`src/rtl/matmul_stream_nxn.sv`:
```
// -----------------------------------------------------------------------------
// matmul_stream_nxn
//   Streaming NxN matrix multiplier. Two NxN operand matrices arrive row-major
//   over a valid/ready stream (A first, then B). A single MAC computes one
//   partial product per cycle (N^3 cycles per job) into an NxN result buffer.
//   The buffer is read back by row-major element address through a registered
//   read port.
//
//   Build option: define MATMUL_SIGNED_EN to treat operands and results as
//   two's complement. Ports and timing are the same in both builds.
//
// Ports:
//   clk       in   1       clock, rising edge
//   mr_n      in   1       asynchronous active-low master reset
//   in_valid  in   1       operand beat valid
//   in_ready  out  1       operand beat can be accepted (LOAD_A/LOAD_B/DONE)
//   in_data   in   DATA_W  operand element
//   busy      out  1       computation in progress
//   done      out  1       result buffer holds a complete product
//   out_en    in   1       read enable; low loads 0 into rd_data
//   rd_addr   in   ADDR_W  result index i*N+j
//   rd_data   out  ACC_W   registered result element
// -----------------------------------------------------------------------------
module matmul_stream_nxn #(
    parameter  int N      = 3,
    parameter  int DATA_W = 4,
    localparam int ACC_W  = 2*DATA_W + $clog2(N),
    localparam int ADDR_W = $clog2(N*N)
) (
    input  logic              clk,
    input  logic              mr_n,
    input  logic              in_valid,
    output logic              in_ready,
    input  logic [DATA_W-1:0] in_data,
    output logic              busy,
    output logic              done,
    input  logic              out_en,
    input  logic [ADDR_W-1:0] rd_addr,
    output logic [ACC_W-1:0]  rd_data
);

    localparam int                IDX_W    = $clog2(N);
    localparam int                NN       = N*N;
    localparam logic [ADDR_W-1:0] LAST_LD  = ADDR_W'(NN-1);
    localparam logic [IDX_W-1:0]  LAST_IDX = IDX_W'(N-1);
    localparam logic [ADDR_W:0]   NN_W     = (ADDR_W+1)'(NN);

    typedef enum logic [1:0] {
        ST_LOAD_A  = 2'd0,
        ST_LOAD_B  = 2'd1,
        ST_COMPUTE = 2'd2,
        ST_DONE    = 2'd3
    } state_t;

    // One product, extended to the accumulator width.
    function automatic logic [ACC_W-1:0] mac_product(input logic [DATA_W-1:0] a,
                                                     input logic [DATA_W-1:0] b);
        logic [2*DATA_W-1:0] p;
`ifdef MATMUL_SIGNED_EN
        // Sign-extend operands to full product width; low bits are the signed product.
        p = $signed({{DATA_W{a[DATA_W-1]}}, a}) * $signed({{DATA_W{b[DATA_W-1]}}, b});
        return {{(ACC_W-2*DATA_W){p[2*DATA_W-1]}}, p};
`else
        p = {{DATA_W{1'b0}}, a} * {{DATA_W{1'b0}}, b};
        return {{(ACC_W-2*DATA_W){1'b0}}, p};
`endif
    endfunction

    state_t              state_q, state_d;
    logic [ADDR_W-1:0]   ld_cnt_q, ld_cnt_d;
    logic [IDX_W-1:0]    i_q, i_d, j_q, j_d, k_q, k_d;
    logic [ACC_W-1:0]    acc_q, acc_d;
    logic                in_ready_q, in_ready_d;
    logic                busy_q, busy_d;
    logic                done_q, done_d;
    logic [ACC_W-1:0]    rd_data_q, rd_data_d;
    logic [DATA_W-1:0]   a_q [NN];
    logic [DATA_W-1:0]   b_q [NN];
    logic [ACC_W-1:0]    c_q [NN];

    logic                beat_s, a_we_s, b_we_s, c_we_s;
    logic [ADDR_W-1:0]   a_idx_s, b_idx_s, c_idx_s;
    logic [ACC_W-1:0]    mac_sum_s;

    // Operand/result addressing and the MAC adder.
    always_comb begin
        a_idx_s   = ADDR_W'(int'(i_q)*N + int'(k_q));
        b_idx_s   = ADDR_W'(int'(k_q)*N + int'(j_q));
        c_idx_s   = ADDR_W'(int'(i_q)*N + int'(j_q));
        mac_sum_s = acc_q + mac_product(a_q[a_idx_s], b_q[b_idx_s]);
        beat_s    = in_valid && in_ready_q;
    end

    // FSM next state, counters and registered-output next values.
    always_comb begin
        state_d    = state_q;
        ld_cnt_d   = ld_cnt_q;
        i_d        = i_q;
        j_d        = j_q;
        k_d        = k_q;
        acc_d      = acc_q;
        in_ready_d = in_ready_q;
        busy_d     = busy_q;
        done_d     = done_q;
        a_we_s     = 1'b0;
        b_we_s     = 1'b0;
        c_we_s     = 1'b0;
        case (state_q)
            ST_LOAD_A: begin
                if (beat_s) begin
                    a_we_s = 1'b1;
                    if (ld_cnt_q == LAST_LD) begin
                        ld_cnt_d = {ADDR_W{1'b0}};
                        state_d  = ST_LOAD_B;
                    end else begin
                        ld_cnt_d = ld_cnt_q + ADDR_W'(1);
                    end
                end else begin
                    ld_cnt_d = ld_cnt_q;
                end
            end
            ST_LOAD_B: begin
                if (beat_s) begin
                    b_we_s = 1'b1;
                    if (ld_cnt_q == LAST_LD) begin
                        ld_cnt_d   = {ADDR_W{1'b0}};
                        state_d    = ST_COMPUTE;
                        in_ready_d = 1'b0;
                        busy_d     = 1'b1;
                        i_d        = {IDX_W{1'b0}};
                        j_d        = {IDX_W{1'b0}};
                        k_d        = {IDX_W{1'b0}};
                        acc_d      = {ACC_W{1'b0}};
                    end else begin
                        ld_cnt_d = ld_cnt_q + ADDR_W'(1);
                    end
                end else begin
                    ld_cnt_d = ld_cnt_q;
                end
            end
            ST_COMPUTE: begin
                if (k_q == LAST_IDX) begin
                    // Last term of C[i][j]: commit it and move to the next element.
                    c_we_s = 1'b1;
                    acc_d  = {ACC_W{1'b0}};
                    k_d    = {IDX_W{1'b0}};
                    if (j_q == LAST_IDX) begin
                        j_d = {IDX_W{1'b0}};
                        if (i_q == LAST_IDX) begin
                            i_d        = {IDX_W{1'b0}};
                            state_d    = ST_DONE;
                            in_ready_d = 1'b1;
                            busy_d     = 1'b0;
                            done_d     = 1'b1;
                        end else begin
                            i_d = i_q + IDX_W'(1);
                        end
                    end else begin
                        j_d = j_q + IDX_W'(1);
                    end
                end else begin
                    acc_d = mac_sum_s;
                    k_d   = k_q + IDX_W'(1);
                end
            end
            ST_DONE: begin
                // A new job may start straight from DONE; ld_cnt_q is 0 here,
                // so this beat lands in A[0].
                if (beat_s) begin
                    a_we_s   = 1'b1;
                    ld_cnt_d = ADDR_W'(1);
                    done_d   = 1'b0;
                    state_d  = ST_LOAD_A;
                end else begin
                    ld_cnt_d = ld_cnt_q;
                end
            end
            default: begin
                state_d    = ST_LOAD_A;
                ld_cnt_d   = {ADDR_W{1'b0}};
                in_ready_d = 1'b1;
                busy_d     = 1'b0;
                done_d     = 1'b0;
            end
        endcase
    end

    // Registered read port; out-of-range or disabled reads give 0.
    always_comb begin
        if (out_en && ({1'b0, rd_addr} < NN_W)) begin
            rd_data_d = c_q[rd_addr];
        end else begin
            rd_data_d = {ACC_W{1'b0}};
        end
    end

    // State, counters, operand/result storage and output registers.
    always_ff @(posedge clk or negedge mr_n) begin
        if (!mr_n) begin
            state_q    <= ST_LOAD_A;
            ld_cnt_q   <= {ADDR_W{1'b0}};
            i_q        <= {IDX_W{1'b0}};
            j_q        <= {IDX_W{1'b0}};
            k_q        <= {IDX_W{1'b0}};
            acc_q      <= {ACC_W{1'b0}};
            in_ready_q <= 1'b1;
            busy_q     <= 1'b0;
            done_q     <= 1'b0;
            rd_data_q  <= {ACC_W{1'b0}};
            for (int n = 0; n < NN; n++) begin
                a_q[n] <= {DATA_W{1'b0}};
                b_q[n] <= {DATA_W{1'b0}};
                c_q[n] <= {ACC_W{1'b0}};
            end
        end else begin
            state_q    <= state_d;
            ld_cnt_q   <= ld_cnt_d;
            i_q        <= i_d;
            j_q        <= j_d;
            k_q        <= k_d;
            acc_q      <= acc_d;
            in_ready_q <= in_ready_d;
            busy_q     <= busy_d;
            done_q     <= done_d;
            rd_data_q  <= rd_data_d;
            if (a_we_s) begin
                a_q[ld_cnt_q] <= in_data;
            end
            if (b_we_s) begin
                b_q[ld_cnt_q] <= in_data;
            end
            if (c_we_s) begin
                c_q[c_idx_s] <= mac_sum_s;
            end
        end
    end

    assign in_ready = in_ready_q;
    assign busy     = busy_q;
    assign done     = done_q;
    assign rd_data  = rd_data_q;

endmodule
```
`config.mk`:
```
export PLATFORM = sky130hd
export DESIGN_NAME = matmul_stream_nxn
export DESIGN_NICKNAME = d
export VERILOG_FILES = /design/src/rtl/matmul_stream_nxn.sv
export SDC_FILE = /design/constraint.sdc
export NUM_CORES = 1
export LEC_CHECK = 0
export ABC_AREA = 1
export CAP_MARGIN = 0
export CORE_ASPECT_RATIO = 0.8
export CORE_MARGIN = 2
export CORE_UTILIZATION = 40
export CTS_CLUSTER_DIAMETER = 50
export CTS_CLUSTER_SIZE = 28
export DETAILED_ROUTE_END_ITERATION = 16
export GPL_ROUTABILITY_DRIVEN = 0
export PLACE_DENSITY = 0.59
export SLEW_MARGIN = 10
export SYNTH_ARGS = -nofsm -noshare
export SYNTH_HDL_FRONTEND = slang
export SYNTH_SLANG_ARGS = --single-unit
```
`constraint.sdc`:
```
create_clock -name clk -period 10.8 [get_ports clk]
set_input_delay 1.08 -clock clk [delete_from_list [all_inputs] [get_ports clk]]
set_output_delay 1.08 -clock clk [all_outputs]
set_load 0.01 [all_outputs]
```
==> flow_metrics.tcl <==
set metrics [dict create \
    synthArstFlopShare_pct 100 \
    crit_path_start_kind "flip-flop" \
    critPathCaptureType "flip-flop" \
    rsz0062_at_grt "false" \
    layout_commonest_cell "nand2_1" \
    viasPerCell 5.02 \
    port_buffers 24 \
    syn_to_final_growth_pct 9.72 \
    grt_use_total_pct 20.3 \
    synth_top_cell_by_area "dfrtp_1" \
    critPathMaxStageDelay_ps 630 \
    max_freq_ghz 0.177 \
    synthCells 1386 \
    syn-num-nets 1452 \
    total_leakage_power_uw 0.00580 \
    slew_headroom_pct 38.6 \
    setup.worst_path.class "reg2reg" \
    grt_pass1_wl_mm 45.5 \
    reg2reg_depth 20 \
    synth_edf_count 0 \
    crit_chain "inv_1 -> ha_1 -> inv_1 -> fa_1 -> xor2_4 -> inv_1 -> nor2_1 -> nand3_1 -> nand2_1 -> nand2_1 -> fa_1 -> fa_1 -> fa_1 -> inv_1 -> ha_1 -> a21oi_1 -> nand2_1 -> xor2_1 -> nand2_1 -> o21ai_2" \
    setup_tns_ps 0 \
    synth.top_cell.area_share_pct 45.2 \
    crit_family "adder cells" \
    hold_class "reg2reg" \
    initialDrtViolationCount 593 \
    peakVddDrop_mv 0.121 \
    whs_endpoint "c_q[68]" \
    hold_start "c_q[68]" \
    worstPathArrival_ps 6020 \
    r2r_start "i_q[0]" \
    hold_viol_final 0 \
    clock_skew_ps 12.8 \
    ctsRootBufferMaster "clkbuf_16" \
    drc 0 \
    synth-seq-cells 197 \
    cts_inserted_buffers 17 \
    cts_max_level 4 \
    hold_depth 2 \
    tritoncts "done" \
    clock_latency_ps 450 \
    grt_max_degree 73 \
    fp-row-count 53 \
    io_pins 25 \
    grt_pass1_vias 8525 \
    clock_path_buffers 2 \
    coreArea_um2 26500 \
    antenna_left 0 \
    antenna_found_initial 0 \
    start_util_pct 41.0 \
    syn_area_um2 10800 \
    layout-drive-gt1-share_pct 5.90 \
    wirelength_mm 27.2 \
    post-route-period-util_pct 52.2 \
    maxSlewViolCount 0 \
    synth_seq_area_share_pct 45.5 \
    outcome "finished clean" \
    final_util_pct 45.0 \
    synthTopCellsByArea "dfrtp_1 (45%), nand2_1 (18%), nand3_1 (7.0%)" \
    ys.flop_type "dfrtp_1" \
    final_nets 1460 \
    die_w_um 188 \
    cts_setup_buffers 0 \
    vias 8843 \
    layout_common_cells "nand2_1 (510), dfrtp_1 (196), inv_1 (152), nand3_1 (152), o21ai_0 (118)" \
    worst_pin_slew_ps 916 \
    finalSetupViolCount 0 \
    cts.reportedPaths.clkPinSlew_ps 70 \
    critPathMaxFanout 10 \
    num_antenna_cells 0 \
    die_area_um2 28500 \
    yosysWarnings 0 \
    period_needed_ps 5640 \
    r2r_slack_ps 5160 \
    crit_path_top_delay_cell "xor2_1" \
    cap_violations 0 \
    cts.sinks 197 \
    hold_buffers 0 \
    post_cts_resized 0 \
    drtPass1Iterations 5 \
    required_ps 11180 \
    fp.dieH_um 151 \
    grt_overflow 0 \
    powerDensity_nw_per_um2 120 \
    regToRegEndpoint "c_q[74]" \
    wl_per_cell_um 15.4 \
    synth_cell_type_count 41 \
    cp_num_buf_inv 4 \
    avgSynthCellArea_um2 7.82 \
    dp_hpwl_mm 18.7 \
]
worst reg2reg max path: cells and delay by family (launching register included):
kind | cells | cell delay [ps]
and+or+nand+nor | 6 | 810
DFF | 1 | 460
xor gates and xnor gates | 2 | 930
buffers and inverters | 4 | 450
adders and majority gates | 6 | 2710
AOI/OAI and AO/OA | 2 | 230
synthesized netlist by cell type, types with 2 or more instances:
cell type  instances
inv_2              2
nand3_4            2
clkinv_1           6
buf_2             15
a21oi_1           31
o21ai_2            8
nor2_4             9
nor3_4             5
ha_1              41
nor2_1            57
xor2_1             2
buf_6              7
fa_1              13
inv_1            152
buf_1              4
o21ai_1            7
dfrtp_1          196
o21ai_0          118
nand4_1            6
nand3b_2           2
buf_4              2
clkbuf_1          11
xor2_4             2
nand3_1          152
nand3_2            4
nand2_2            4
nor2_2             3
nor3_1             3
nand2_1          510
cell type report:
class | instances | area, µm²
Fill cell | 2629 | 14600
Multi-Input combinational cell | 988 | 5060
Tap cell | 357 | 447
Sequential cell | 197 | 4930
Timing Repair Buffer | 29 | 282
Clock inverter | 9 | 96.3
Clock buffer | 22 | 474
Inverter | 161 | 607
routing by layer:
layer	routed length, µm	vias to the layer above	track usage (%)
li1	-	4392	-
met1	13800	4237	30.2
met2	11700	189	30.9
met3	1400	25	3.61
met4	285	0	4.57
met5	0	-	0
worst max path at each step:
stage	start	to	slack (ps)	cells past startpoint
after floorplan	j_q[1]	c_q[54]	5810	19
after global placement	j_q[1]	c_q[64]	5330	19
after detailed placement	i_q[0]	c_q[74]	5190	20
after CTS	i_q[0]	c_q[74]	5150	20
after global routing	i_q[0]	c_q[14]	4680	20
final	i_q[0]	c_q[74]	5160	20
registers in the layout (all words and copies together) (netlist names):
signal	cells
a_q	36
acc_q	10
b_q	36
busy	1
c_q	90
done	1
i_q	2
in_ready	1
j_q	2
k_q	2
ld_cnt_q	4
rd_data	10
state_q	2
power breakdown:
part / internal (µW) / total, µW / leakage (µW) / switching (µW)
Combinational: 14.0 / 56.3 / 0.00280 / 42.3
Sequential: 738 / 738 / 0.00272 / 0.263
Clock: 339 / 638 / 0.000281 / 299
through the flow:
step / instance area (µm²) / total power (µW) / hold slack [ps] / setup slack, ps / cells
floorplan: 10800 / 777 / 449 / 5810 / 1386
global placement: 11300 / 810 / 464 / 5330 / 1732
detailed placement: 11300 / 810 / 465 / 5190 / 1732
CTS: 11900 / 1450 / 485 / 5150 / 1763
global route: 11900 / 1480 / 495 / 4680 / 1763
finish: 11900 / 1430 / 479 / 5160 / 1763
cells by family after synthesis:
group / after synthesis / share of synthesized area (%)
flops: 197 / 45.5
xor+xnor: 6 / 0.969
fa+ha+maj: 54 / 7.13
compound gates: 166 / 7.97
simple gates: 762 / 30.6
buf+inv: 201 / 7.86
(Power assumes the default switching activity.)
